===== config.mk =====
export PLATFORM = sky130hd
export DESIGN_NAME = demux_1xn_stream
export DESIGN_NICKNAME = d
export VERILOG_FILES = /design/src/rtl/demux_1xn_stream.sv
export SDC_FILE = /design/constraint.sdc
export NUM_CORES = 1
export LEC_CHECK = 0
export ABC_AREA = 1
export CORE_ASPECT_RATIO = 1.4
export CORE_MARGIN = 2
export CORE_UTILIZATION = 42
export CTS_CLUSTER_DIAMETER = 120
export DETAILED_ROUTE_END_ITERATION = 6
export PLACE_DENSITY = 0.76
export SLEW_MARGIN = 20
export SYNTH_ARGS = -nofsm -noshare
export SYNTH_HDL_FRONTEND = slang
export SYNTH_SLANG_ARGS = --single-unit

===== constraint.sdc =====
create_clock -name clk -period 1.5 [get_ports clk]
set_input_delay 0.45 -clock clk [delete_from_list [all_inputs] [get_ports clk]]
set_output_delay 0.45 -clock clk [all_outputs]
set_load 0.02 [all_outputs]

===== src/rtl/demux_1xn_stream.sv =====
// demux_1xn_stream: routes a single valid/ready input stream to one of N_CH
// registered output channels. The target is picked by in_sel or by an
// internal round-robin pointer. An out-of-range select is consumed and
// dropped, and sel_err is pulsed for one cycle to report the drop.
module demux_1xn_stream #(
  parameter  int DATA_W = 8,
  parameter  int N_CH   = 4,
  localparam int SEL_W  = (N_CH > 2) ? $clog2(N_CH) : 1
) (
  input  logic                   clk,
  input  logic                   rst_n,
  input  logic [DATA_W-1:0]      in_data,
  input  logic [SEL_W-1:0]       in_sel,
  input  logic                   rr_mode,
  input  logic                   in_valid,
  output logic                   in_ready,
  output logic [N_CH*DATA_W-1:0] out_data,
  output logic [N_CH-1:0]        out_valid,
  input  logic [N_CH-1:0]        out_ready,
  output logic                   sel_err
);

  // One extra bit so that in_sel can be compared against N_CH even when
  // N_CH is a power of two (in that case no select value is out of range).
  localparam logic [SEL_W:0]   N_CH_W  = (SEL_W+1)'(N_CH);
  localparam logic [SEL_W-1:0] LAST_CH = SEL_W'(N_CH - 1);

  logic [SEL_W-1:0] rr_ptr_r;
  logic [SEL_W-1:0] target_s;
  logic             sel_oob_s;
  logic [N_CH-1:0]  hit_s;
  logic [N_CH-1:0]  free_s;
  logic             ready_s;
  logic             accept_s;
  logic             sel_err_r;

  // Target selection, out-of-range detection and per-channel decode.
  always_comb begin
    target_s  = in_sel;
    sel_oob_s = 1'b0;
    if (rr_mode) begin
      target_s  = rr_ptr_r;
      sel_oob_s = 1'b0;
    end else begin
      target_s  = in_sel;
      sel_oob_s = ({1'b0, in_sel} >= N_CH_W);
    end
    for (int k = 0; k < N_CH; k++) begin
      hit_s[k]  = (target_s == SEL_W'(k));
      // A channel can take a new entry if it is empty or is draining now.
      free_s[k] = ~out_valid[k] | out_ready[k];
    end
  end

  // Ready depends only on the target and the channel state, never on
  // in_valid. Ready is forced low while reset is held.
  always_comb begin
    ready_s  = rst_n & (sel_oob_s | (|(hit_s & free_s)));
    accept_s = in_valid & ready_s;
  end

  assign in_ready = ready_s;
  assign sel_err  = sel_err_r;

  // Channel entries: load on accept to that channel, otherwise clear on drain.
  always_ff @(posedge clk) begin
    if (!rst_n) begin
      out_valid <= '0;
      out_data  <= '0;
    end else begin
      for (int k = 0; k < N_CH; k++) begin
        if (accept_s && hit_s[k]) begin
          out_data[k*DATA_W +: DATA_W] <= in_data;
          out_valid[k]                 <= 1'b1;
        end else if (out_ready[k]) begin
          out_valid[k] <= 1'b0;
        end else begin
          out_valid[k] <= out_valid[k];
        end
      end
    end
  end

  // Round-robin pointer advances only on accepts made in round-robin mode.
  always_ff @(posedge clk) begin
    if (!rst_n) begin
      rr_ptr_r <= '0;
    end else if (accept_s && rr_mode) begin
      if (rr_ptr_r == LAST_CH) begin
        rr_ptr_r <= '0;
      end else begin
        rr_ptr_r <= rr_ptr_r + SEL_W'(1);
      end
    end else begin
      rr_ptr_r <= rr_ptr_r;
    end
  end

  // One-cycle error pulse after an out-of-range select is consumed.
  always_ff @(posedge clk) begin
    if (!rst_n) begin
      sel_err_r <= 1'b0;
    end else begin
      sel_err_r <= accept_s & sel_oob_s;
    end
  end

endmodule


[Word-level counts from Yosys, hierarchy flattened]
Index checks and enable logic that the tools add are counted.
Storage, ports and cells
  bits in registers: 38
  bits of input ports: 18
  output and inout bits: 38
  logic and storage cells: 46
Cells by class
  add/subtract/negate cells: 1
  equality and inequality tests: 4
  mux-type cells: 10
  bitwise operators: 11
  reduce and logical (&&, ||, !) cells: 11
Operator list (number)
  1-bit two-way mux: 8
  2-bit nonzero test: 4
  2-bit == test (second input constant): 3
  1-bit logical AND: 5
  4-bit AND: 1
  2-bit two-way mux: 2
  1-bit inverter: 4
  1-bit OR: 4
  4-bit OR reduction: 1
  2-bit by 1-bit adder with 2-bit output (second input constant): 1
  1-bit AND: 2
  2-bit by 1-bit == test with 1-bit output (second input constant): 1
  2-bit zero test: 1

[Depth between registers and ports, before layout]
  word-level depth: 8
  depth in mapped cells: 12
  mapped depth without buffers: 11

[Worst setup path after synthesis]
OpenSTA, ideal clock, no wires.
  path kind: input to output
  start point: in rr_mode
  end point: out in_ready
  arrival: 1208 ps
  data required time: 1050 ps
  setup slack: -158 ps
  stages: 7
  path buffers: 0
  path through: inv_2 nand2_1 nand2_1 nand3_1 nand2_1 inv_2 a21oi_1
On the way
  word-level cells in the longest chain between the ends: 5
  elaborated cells on any way between the ends: 8
  those cells by class: eq/ne (3); mux (1); bitwise (2); reduce/logical (2)
Ends and longest elaborated chain
  start, declared: RTL line 14  | input logic rr_mode,
  2-bit two-way mux (*): RTL line 41  | if (rr_mode) begin
  2-bit by 1-bit == test with 1-bit output (tied with other cells): RTL line 49  | hit_s[k] = (target_s == SEL_W'(k));
  4-bit AND (*): RTL line 58  | ready_s = rst_n & (sel_oob_s | (|(hit_s & free_s)));
  4-bit OR reduction (*): RTL line 58
  1-bit AND (*): RTL line 58
  end, declared: RTL line 16  | output logic in_ready,
Every way passes the cells marked *; elsewhere a longest branch is shown, timed or not.

[Final worst setup path]
Ends and elaborated chain as after synthesis.

==> flow_metrics.env <==
export IMPL_status="complete, but fails checks"
export IMPL_violations="setup timing"
export IMPL_core_sq_um=4169
export IMPL_cp_data_arrival_time_ns=1.31
export IMPL_grt_first_pass_wirelength_um=8114
export IMPL_remaining_drc_errors=0
export IMPL_die_area_sq_um=4831
export IMPL_grtUsageMet3=0.04409
export IMPL_crit_top_cell="nand2_2"
export IMPL_final_cell_area_sq_um=2960
export IMPL_yosysUniqueCellTypes=17
export IMPL_cpPeakStageDelay_ns=0.14
export IMPL_drive_gt1_frac=0.3008
export IMPL_ys_seq_elements=38
export IMPL_cts_root_buf="clkbuf_8"
export IMPL_nFillCells=348
export IMPL_insertion_delay_ns=0.29
export IMPL_cts_tree="done"
export IMPL_synthSimpleGateAreaFrac=0.4103
export IMPL_rows=28
export IMPL_io_buffers=54
export IMPL_pre_cts_ws_ns=-1.156
export IMPL_wl_per_cell_um=12.81
export IMPL_netlist_area_sq_um=1799
export IMPL_p_leak_nw=1.558
export IMPL_cts_max_level=2
export IMPL_syn_avg_cell_area_sq_um=6.739
export IMPL_fp_dieH_um=81.44
export IMPL_grt_util_met2=0.4011
export IMPL_busiest_layer="met2"
export IMPL_ant_nets=0
export IMPL_grt_pass1_vias=1732
export IMPL_max_clock_path_buffers=2
export IMPL_synth_top_family_by_area="simple AND/OR/NAND/NOR gates"
export IMPL_dr_pass1_iters=4
export IMPL_diodes=0
export IMPL_start_util=0.4316
export IMPL_crit_required_ns=1.05
export IMPL_max_freq_mhz=568.3
export IMPL_synth_fp_nets=286
export IMPL_place_area_sq_um=2441
export IMPL_setup_violations=28
export IMPL_cap_violations=0
export IMPL_yosys_area_share_adder=0.006954
export IMPL_ios=56
export IMPL_worst_path_buf_inv=4
export IMPL_worst_slack_ns=-0.2595
export IMPL_grt_max_degree=48
export IMPL_cts_buffers=5
export IMPL_final_util=0.7101
export IMPL_final_cell_mix="59 x nand2_1, 59 x nor2_1, 41 x dlygate4sd2_1"
export IMPL_cts_sinks=38
export IMPL_vias_per_cell=4.678
export IMPL_nets=377
export IMPL_grt_overflow=0
export IMPL_die_w_um=59.32
export IMPL_cp_cell_sequence="buf_4 -> inv_4 -> nand2_1 -> nand2_2 -> nand3_2 -> nand2_2 -> inv_2 -> a21oi_4 -> buf_6"
export IMPL_crit_path_end_kind="output port"
export IMPL_initialDrtViolationCount=57
export IMPL_area_growth_synth_to_final_pct=64.53
export IMPL_crit_slowest_cell="buf_4"
export IMPL_seq_area_frac_synth=0.4228
export IMPL_hold_viol=0
export IMPL_min_period_over_period=1.173
export IMPL_synth_compound_area_share=0.01669
export IMPL_ir_worst_vdd_mv=0.6607
export IMPL_fin_skew_ns=0.005887
export IMPL_period_needed_ns=1.760
export IMPL_ys_warn_count=0
export IMPL_cellPowerDensity_nw_per_um2=855.1
export IMPL_hold_worst_slack_ns=0.5069
export IMPL_muxShareOfSynthArea=0
export IMPL_crit_type="input pin to output port"
export IMPL_antenna_found_initial=0
export IMPL_grt_use_met1=0.2630
export IMPL_wirelength_um=5174
export IMPL_clk_pin_slew_ns=0.07
export IMPL_synth_xor_area_frac=0
export IMPL_place_hpwl_um=2931
export IMPL_finalMaxSlewViolations=0
export IMPL_gp_congestion=0.8376
export IMPL_gr_usage_all_layers=0.2244
export IMPL_rsz0062_at_grt="true"
export IMPL_vias=1890
export IMPL_min_path_type="register to register"
export IMPL_syn_inst=267
export IMPL_cp_top_family="buffers and inverters"
export IMPL_cp_max_fo=6
export IMPL_totalPowerFinal_mw=2.531
export IMPL_start_kind="input pin"
export IMPL_ctsHoldBuffers=0
-- cell usage after synthesis, drive strengths merged --
library cell  instances  area share
nor2                 71        0.15
buf                   9       0.047
dfxtp                38        0.42
nand3                 4       0.011
conb                  1      0.0021
nand2                86        0.20
inv                  44       0.092
a21oi                 6       0.017
ha                    1      0.0070
nand4                 6       0.054
clkbuf                1      0.0021
-- layout make-up --
class | instances | area [sq um] | share of cell area
Clock inverter | 1 | 30.03 | 0.01014
Sequential cell | 38 | 763.2 | 0.2578
Clock buffer | 7 | 76.32 | 0.02578
Timing Repair Buffer | 85 | 742.0 | 0.2506
Multi-Input combinational cell | 184 | 1122 | 0.3791
Tap cell | 45 | 56.30 | 0.01902
Inverter | 44 | 170.2 | 0.05748
-- worst reg2reg max path, delay by kind of cell, from the launching register on --
family                 cells  cell delay (ns)
buffers and inverters      3             0.27
AND/OR/NAND/NOR            9             0.91
flip-flops                 1             0.33
-- metrics by stage --
stage,instances,setup TNS (ns)
2_1_floorplan,267,0
3_3_place_gp,370,-28.31
3_5_place_dp,370,-30.10
4_1_cts,397,-1.383
5_1_grt,404,-5.021
6_report,404,-1.131
-- final timing paths --
check	start	end	cells after the start	slack, ns
worst max-delay path	rr_mode	in_ready	9	-0.26
worst min-delay path	out_data[8]	out_data[8]	4	0.51
worst max register to register	rr_ptr_r[0]	out_data[19]	12	-0.07
worst min register to register	out_data[8]	out_data[8]	4	0.51
-- kinds of logic after synthesis --
group | Yosys count
flip-flops | 38
AO/OA/AOI/OAI | 6
buffers and inverters | 54
AND/OR/NAND/NOR | 167
adder cells (fa/ha/maj) | 1
other | 1
-- state kept, by name, summed over array words and instances (netlist names) --
signal and count:
out_data 32, out_valid 4, rr_ptr_r 2
-- power by group --
part           internal [mW]  switching, mW  total, mW
clock                  0.498          0.348      0.845
combinational          0.250          0.365      0.615
sequential              1.05         0.0211       1.07
total                   1.80          0.733       2.53
-- routing by layer --
| layer | part of all wire | vias up | wire [um] |
|---|---|---|---|
| li1 | - | 982 | - |
| met1 | 0.40 | 853 | 2052 |
| met2 | 0.54 | 49 | 2774 |
| met3 | 0.056 | 6 | 289 |
| met4 | 0.011 | 0 | 57 |
| met5 | 0 | - | 0 |
-- what timing repair did --
action                     in CTS  in global routing
setup endpoints to repair      75                 39
gates cloned                    8                  1
pin swaps                      11                 17
setup buffers                  11                  8
gates resized for setup        86                 36
No activity file was read; power rests on OpenSTA's default activity.
